[src/rtl/addsub_arbiter.sv]
// addsub_arbiter: two requesters share one add/subtract datapath.
// The datapath holds one result at a time, in an IDLE/RESP handshake.
// Optional macro ARB_ROUND_ROBIN_EN: ties go to the requester not granted most recently.
// When the macro is not defined, ties always go to requester 0.
module addsub_arbiter #(
  parameter int unsigned WIDTH = 4
) (
  input  logic             clk,
  input  logic             rst,
  input  logic             req0_valid,
  input  logic [WIDTH-1:0] req0_a,
  input  logic [WIDTH-1:0] req0_b,
  input  logic             req0_m,
  output logic             req0_ready,
  input  logic             req1_valid,
  input  logic [WIDTH-1:0] req1_a,
  input  logic [WIDTH-1:0] req1_b,
  input  logic             req1_m,
  output logic             req1_ready,
  output logic             rsp_valid,
  output logic             rsp_id,
  output logic [WIDTH-1:0] rsp_s,
  output logic             rsp_c,
  input  logic             rsp_ready
);

  typedef enum logic {
    IDLE = 1'b0,
    RESP = 1'b1
  } state_t;

  state_t           state;
  logic             gnt_en;
  logic             gnt_id;
  logic [WIDTH-1:0] sel_a;
  logic [WIDTH-1:0] sel_b;
  logic             sel_m;
  logic [WIDTH:0]   sum;

`ifdef ARB_ROUND_ROBIN_EN
  logic prio;

  // Tie-break pointer: after a grant, the other requester wins the next tie.
  always_ff @(posedge clk) begin
    if (rst) begin
      prio <= 1'b0;
    end else if (gnt_en) begin
      prio <= ~gnt_id;
    end
  end
`endif

  // Select the winning requester among the valid ones.
  always_comb begin
    gnt_id = 1'b0;
    if (req0_valid && req1_valid) begin
`ifdef ARB_ROUND_ROBIN_EN
      gnt_id = prio;
`else
      gnt_id = 1'b0;
`endif
    end else if (req1_valid) begin
      gnt_id = 1'b1;
    end
  end

  // A grant happens only in IDLE, outside reset, and only when a request is present.
  assign gnt_en     = !rst && (state == IDLE) && (req0_valid || req1_valid);
  assign req0_ready = gnt_en && !gnt_id;
  assign req1_ready = gnt_en && gnt_id;

  // Shared datapath. Subtraction is computed as a + ~b + 1.
  // The carry out of a + ~b + 1 is the no-borrow flag.
  always_comb begin
    sel_a = gnt_id ? req1_a : req0_a;
    sel_b = gnt_id ? req1_b : req0_b;
    sel_m = gnt_id ? req1_m : req0_m;
    sum   = {1'b0, sel_a} + {1'b0, (sel_m ? ~sel_b : sel_b)} + (WIDTH+1)'(sel_m);
  end

  // Handshake FSM. The response registers load on the grant edge.
  // They hold their value until the consumer takes the result.
  always_ff @(posedge clk) begin
    if (rst) begin
      state     <= IDLE;
      rsp_valid <= 1'b0;
      rsp_id    <= 1'b0;
      rsp_s     <= '0;
      rsp_c     <= 1'b0;
    end else begin
      case (state)
        IDLE: begin
          if (gnt_en) begin
            state     <= RESP;
            rsp_valid <= 1'b1;
            rsp_id    <= gnt_id;
            rsp_s     <= sum[WIDTH-1:0];
            rsp_c     <= sum[WIDTH];
          end
        end
        RESP: begin
          if (rsp_ready) begin
            state     <= IDLE;
            rsp_valid <= 1'b0;
          end
        end
        default: begin
          state     <= IDLE;
          rsp_valid <= 1'b0;
        end
      endcase
    end
  end

endmodule

[config.mk]
export PLATFORM = sky130hd
export DESIGN_NAME = addsub_arbiter
export DESIGN_NICKNAME = d
export VERILOG_FILES = /design/src/rtl/addsub_arbiter.sv
export SDC_FILE = /design/constraint.sdc
export NUM_CORES = 1
export LEC_CHECK = 0
export BUFFER_PORTS_ARGS = -buffer_cell sky130_fd_sc_hd__buf_2
export CAP_MARGIN = 10
export CORE_UTILIZATION = 46
export CTS_BUF_LIST = sky130_fd_sc_hd__clkbuf_4 sky130_fd_sc_hd__clkbuf_8
export DETAILED_ROUTE_END_ITERATION = 16
export GPL_TIMING_DRIVEN = 0
export PLACE_DENSITY = 0.93
export SYNTH_ARGS = -nofsm -noshare
export SYNTH_HDL_FRONTEND = slang
export SYNTH_SLANG_ARGS = --single-unit
[constraint.sdc]
create_clock -name clk -period 1.88 [get_ports clk]
set_input_delay 0.188 -clock clk [delete_from_list [all_inputs] [get_ports clk]]
set_output_delay 0.188 -clock clk [all_outputs]
set_load 0.05 [all_outputs]
==> impl_summary.md <==
Outcome
The flow ran to the end, and the final reports show no timing, DRC or antenna violations.

Critical path
The most critical setup path has its startpoint at req1_valid. The reg-to-reg critical path startpoint is state. The type of origin of the critical path is a primary input. The critical path is of the in2reg type. The worst flop-to-flop path endpoint is rsp_s[3]. The worst register-to-register path has a depth of 5. For the worst setup path, the data arrival time is 1.86 ns. The worst register-to-register path has a setup slack of about 0.69 ns. The highest fanout seen on the critical path is 5. The kind of end point of the critical path is a register. The required time reported for the critical path endpoint is approximately 2.0 ns.

Floorplanning
In this run the count of I/O pins placed on the die edge is 32. The area of the die is 1526 µm². The standard cell core area is between 1000 and 1500 µm². The x dimension of the die is 39.06 µm. Once the floorplan was initialized, standard cells occupied 53.27% of the core. The number of placement rows is 12. The die is between 30 and 40 µm tall.

Timing
The number of setup violations in the final report is 0. Setup repair after global routing left no endpoint under its margin. The part of the cycle the worst path needs is 91.33%. The transition time at the pin with the least slew margin is 0.5229 ns. On the final layout, the worst hold slack is ~0.21 ns.

On the final layout, the worst clock skew is between 0.0002 and 0.00025 ns. The final hold violation count is 0. The worst pin sits at a relative slew slack of ~65%.

In the final timing run, aggregate negative setup slack is 0 ns. The number of pins with negative max-slew slack in the final report is 0. Static timing analysis puts the maximum clock frequency at between 0.5 and 0.6 GHz.

The worst path needs ~1.7 ns of the cycle, external delays included.

Job
Max-cap violations in this run came to 0.

Yosys
The number of nets in the synthesized netlist is roughly 100. The count of distinct cell types in the synthesized netlist is 33. The Yosys warning count is 0. Summing the sequential cell areas from Yosys gives 25.35% of the chip area. In the synthesized netlist, the number of instances is between 70 and 80. The post-synthesis instance area is 631.9 µm². The number of synthesized register bits is 8. The average instance area after synthesis is ~8.4 µm².

Hold path
The startpoint identified for the worst hold timing path is rsp_ready. The hold path endpoint is state. The number of cells on the worst hold path is 3.

The tightest min-delay check is of the in2reg type.

Global routing
The first global-routing pass estimated between 2000 and 2500 µm of wire. The number of antenna violations at the first check in global routing is 0. Entering global routing, the biggest net connects 11 pins. After global routing the overflow that remains totals 0. The number of global-route vias before repair is 585.

The overall fraction of global-route tracks in use is a little under a quarter.

Clocking
The CTS tree is yes. The clock passes through at most 2 buffers. The post-cts hold buffer count is 0.

The latest clock arrival within the worst-skew pair is about 0.25 ns. The tree built by TritonCTS fans out to 8 sinks. The total of cells resized after clock tree synthesis is 0. In this run the clock root is driven by a sky130_fd_sc_hd__clkbuf_4. The clock buffer count from CTS is 3. The post-CTS repair timing setup buffer count is 0. In this run the number of H-tree levels came out at 1.

The post-CTS clock slew at the launch and capture registers of the worst setup and hold paths is about 0.050 ns.

Detailed routing
The total DRC errors in the routed layout is 0. The detailed-routing iteration count for the pre-antenna-repair pass is 4. The routed via count divided by cell count is about 5.3.

The detailed router placed 650 vias in this run. The antenna violation net count after detailed routing is 0. The routed wire length is between 1000 and 1500 µm. The number of design-rule violations left by the first detailed-router iteration is 5. After detailed routing, the average wire length per cell comes to 12.25 µm.

Placed design
The placed cell count is about 120. Detailed placement finished with a half-perimeter wire length of 1232 µm. The final weighted congestion in routability-driven placement is ~0.8. The number of I/O port buffers is 30.

Pwr
Across the VDD grid, the largest voltage drop is 452.0 µV. In this run the power density over the cells is 727.1 nW/µm². The leakage power is between 0.4 and 0.5 nW.

The total chip power is ~0.6 mW.

Cells and area
The post-route netlist has 39.81% of its cells at a drive strength greater than 1. The repair_antennas step left the layout with diodes totalling 0. The final net count is about 140. The layout overhead on the synthesized area is 30.10%. After the flow finishes, the layout carries non-filler instances totaling roughly 120.
==> cell usage after synthesis <==
cell type	instances	share of area, %
sky130_fd_sc_hd__a211oi_1	2	2.4
sky130_fd_sc_hd__a21oi_1	5	4.0
sky130_fd_sc_hd__a31o_1	1	1.4
sky130_fd_sc_hd__a31oi_1	1	0.99
sky130_fd_sc_hd__and3_1	1	0.99
sky130_fd_sc_hd__buf_2	1	0.79
sky130_fd_sc_hd__buf_4	1	1.2
sky130_fd_sc_hd__buf_6	1	1.8
sky130_fd_sc_hd__clkbuf_1	1	0.59
sky130_fd_sc_hd__dfxtp_1	8	25
sky130_fd_sc_hd__fa_1	1	3.2
sky130_fd_sc_hd__ha_1	3	5.9
sky130_fd_sc_hd__inv_1	4	2.4
sky130_fd_sc_hd__mux2_2	3	5.3
sky130_fd_sc_hd__mux2i_1	2	3.2
sky130_fd_sc_hd__mux2i_2	1	2.2
sky130_fd_sc_hd__nand2_1	10	5.9
sky130_fd_sc_hd__nand3_2	1	1.6
sky130_fd_sc_hd__nand4_1	2	2.0
sky130_fd_sc_hd__nor2_1	4	2.4
sky130_fd_sc_hd__nor2b_1	1	0.99
sky130_fd_sc_hd__nor2b_2	1	1.4
sky130_fd_sc_hd__nor3_1	1	0.79
sky130_fd_sc_hd__nor3b_1	1	1.2
sky130_fd_sc_hd__nor4_1	1	0.99
sky130_fd_sc_hd__o211ai_1	1	1.2
sky130_fd_sc_hd__o21ai_0	3	2.4
sky130_fd_sc_hd__o21ai_1	1	0.79
sky130_fd_sc_hd__o21ba_2	1	1.6
sky130_fd_sc_hd__o21bai_1	1	1.2
sky130_fd_sc_hd__o311a_1	1	1.6
sky130_fd_sc_hd__xnor2_1	5	6.9
sky130_fd_sc_hd__xor2_1	4	5.5
==> worst max-delay path by stage <==
stage                       to  slack, ns  cells after the start
finish                rsp_s[3]       0.16                      9
global route             rsp_c       0.04                     10
CTS                      rsp_c       0.18                     10
detailed placement       rsp_c      -0.08                     10
global placement      rsp_s[3]      -0.03                      9
floorplan           req0_ready       0.15                      2
==> critical path: stages <==
cell	delay, ns
sky130_fd_sc_hd__buf_2	0.11
sky130_fd_sc_hd__nor2b_2	0.15
sky130_fd_sc_hd__buf_6	0.13
sky130_fd_sc_hd__mux2_2	0.34
sky130_fd_sc_hd__ha_1	0.37
sky130_fd_sc_hd__a21oi_1	0.23
sky130_fd_sc_hd__nor4_1	0.07
sky130_fd_sc_hd__a31oi_1	0.19
sky130_fd_sc_hd__nand3_2	0.08
==> cell usage in the layout (no fill, tap or decap), types with 2 or more instances in the layout <==
cell type / synthesis / routed
sky130_fd_sc_hd__nand2_1: 10 / 10
sky130_fd_sc_hd__o21ai_0: 3 / 3
sky130_fd_sc_hd__xor2_1: 4 / 4
sky130_fd_sc_hd__buf_2: 1 / 31
sky130_fd_sc_hd__ha_1: 3 / 3
sky130_fd_sc_hd__nand4_1: 2 / 2
sky130_fd_sc_hd__xnor2_1: 5 / 5
sky130_fd_sc_hd__nor2_1: 4 / 4
sky130_fd_sc_hd__clkbuf_4: 0 / 3
sky130_fd_sc_hd__inv_1: 4 / 4
sky130_fd_sc_hd__a211oi_1: 2 / 2
sky130_fd_sc_hd__mux2i_1: 2 / 2
sky130_fd_sc_hd__mux2_2: 3 / 3
sky130_fd_sc_hd__dfxtp_1: 8 / 8
sky130_fd_sc_hd__a21oi_1: 5 / 5
==> stage by stage <==
step / util, % / cell area, µm² / worst slack (ns)
5_1_grt: 69.30 / 822.0 / 0.04136
3_3_place_gp: 67.41 / 799.5 / -0.03276
3_5_place_dp: 67.41 / 799.5 / -0.07911
2_1_floorplan: - / 631.9 / 0.1518
4_1_cts: 69.30 / 822.0 / 0.1806
6_report: 69.30 / 822.0 / 0.1630
==> cell families (layout without fill, tap and decap cells) <==
group / after synthesis / after routing / share of synthesized area, %
mux: 6 / 6 / 10.69
xor+xnor: 9 / 9 / 12.47
flops: 8 / 8 / 25.35
simple gates: 23 / 23 / 18.22
buf+inv: 8 / 41 / 6.731
compound gates: 17 / 17 / 17.42
fa+ha+maj: 4 / 4 / 9.110
==> registers in the layout, indices dropped and copies added, names as in the netlist <==
register   count
rsp_c          1
rsp_id         1
rsp_s          4
rsp_valid      1
state          1
==> final cells by class <==
| class | count | area [µm²] |
|---|---|---|
| Buffer | 4 | 27.53 |
| Clock buffer | 3 | 22.52 |
| Fill cell | 101 | 364.1 |
| Inverter | 4 | 15.01 |
| Multi-Input combinational cell | 59 | 429.2 |
| Sequential cell | 8 | 160.2 |
| Tap cell | 14 | 17.52 |
| Timing Repair Buffer | 30 | 150.1 |
==> per-layer routing <==
layer	wire (µm)	track usage (%)	vias to the layer above
met3	73	6.936	0
li1	-	-	330
met5	0	0	-
met4	0	5.172	0
met2	799	44.58	22
met1	622	22.46	298
==> power by group <==
| part | switching [mW] | internal, mW | total [mW] |
|---|---|---|---|
| combinational | 0.166 | 0.0997 | 0.266 |
| clock | 0.0581 | 0.0730 | 0.131 |
| sequential | 0.0105 | 0.190 | 0.201 |
Power figures use the tool's default switching activity.
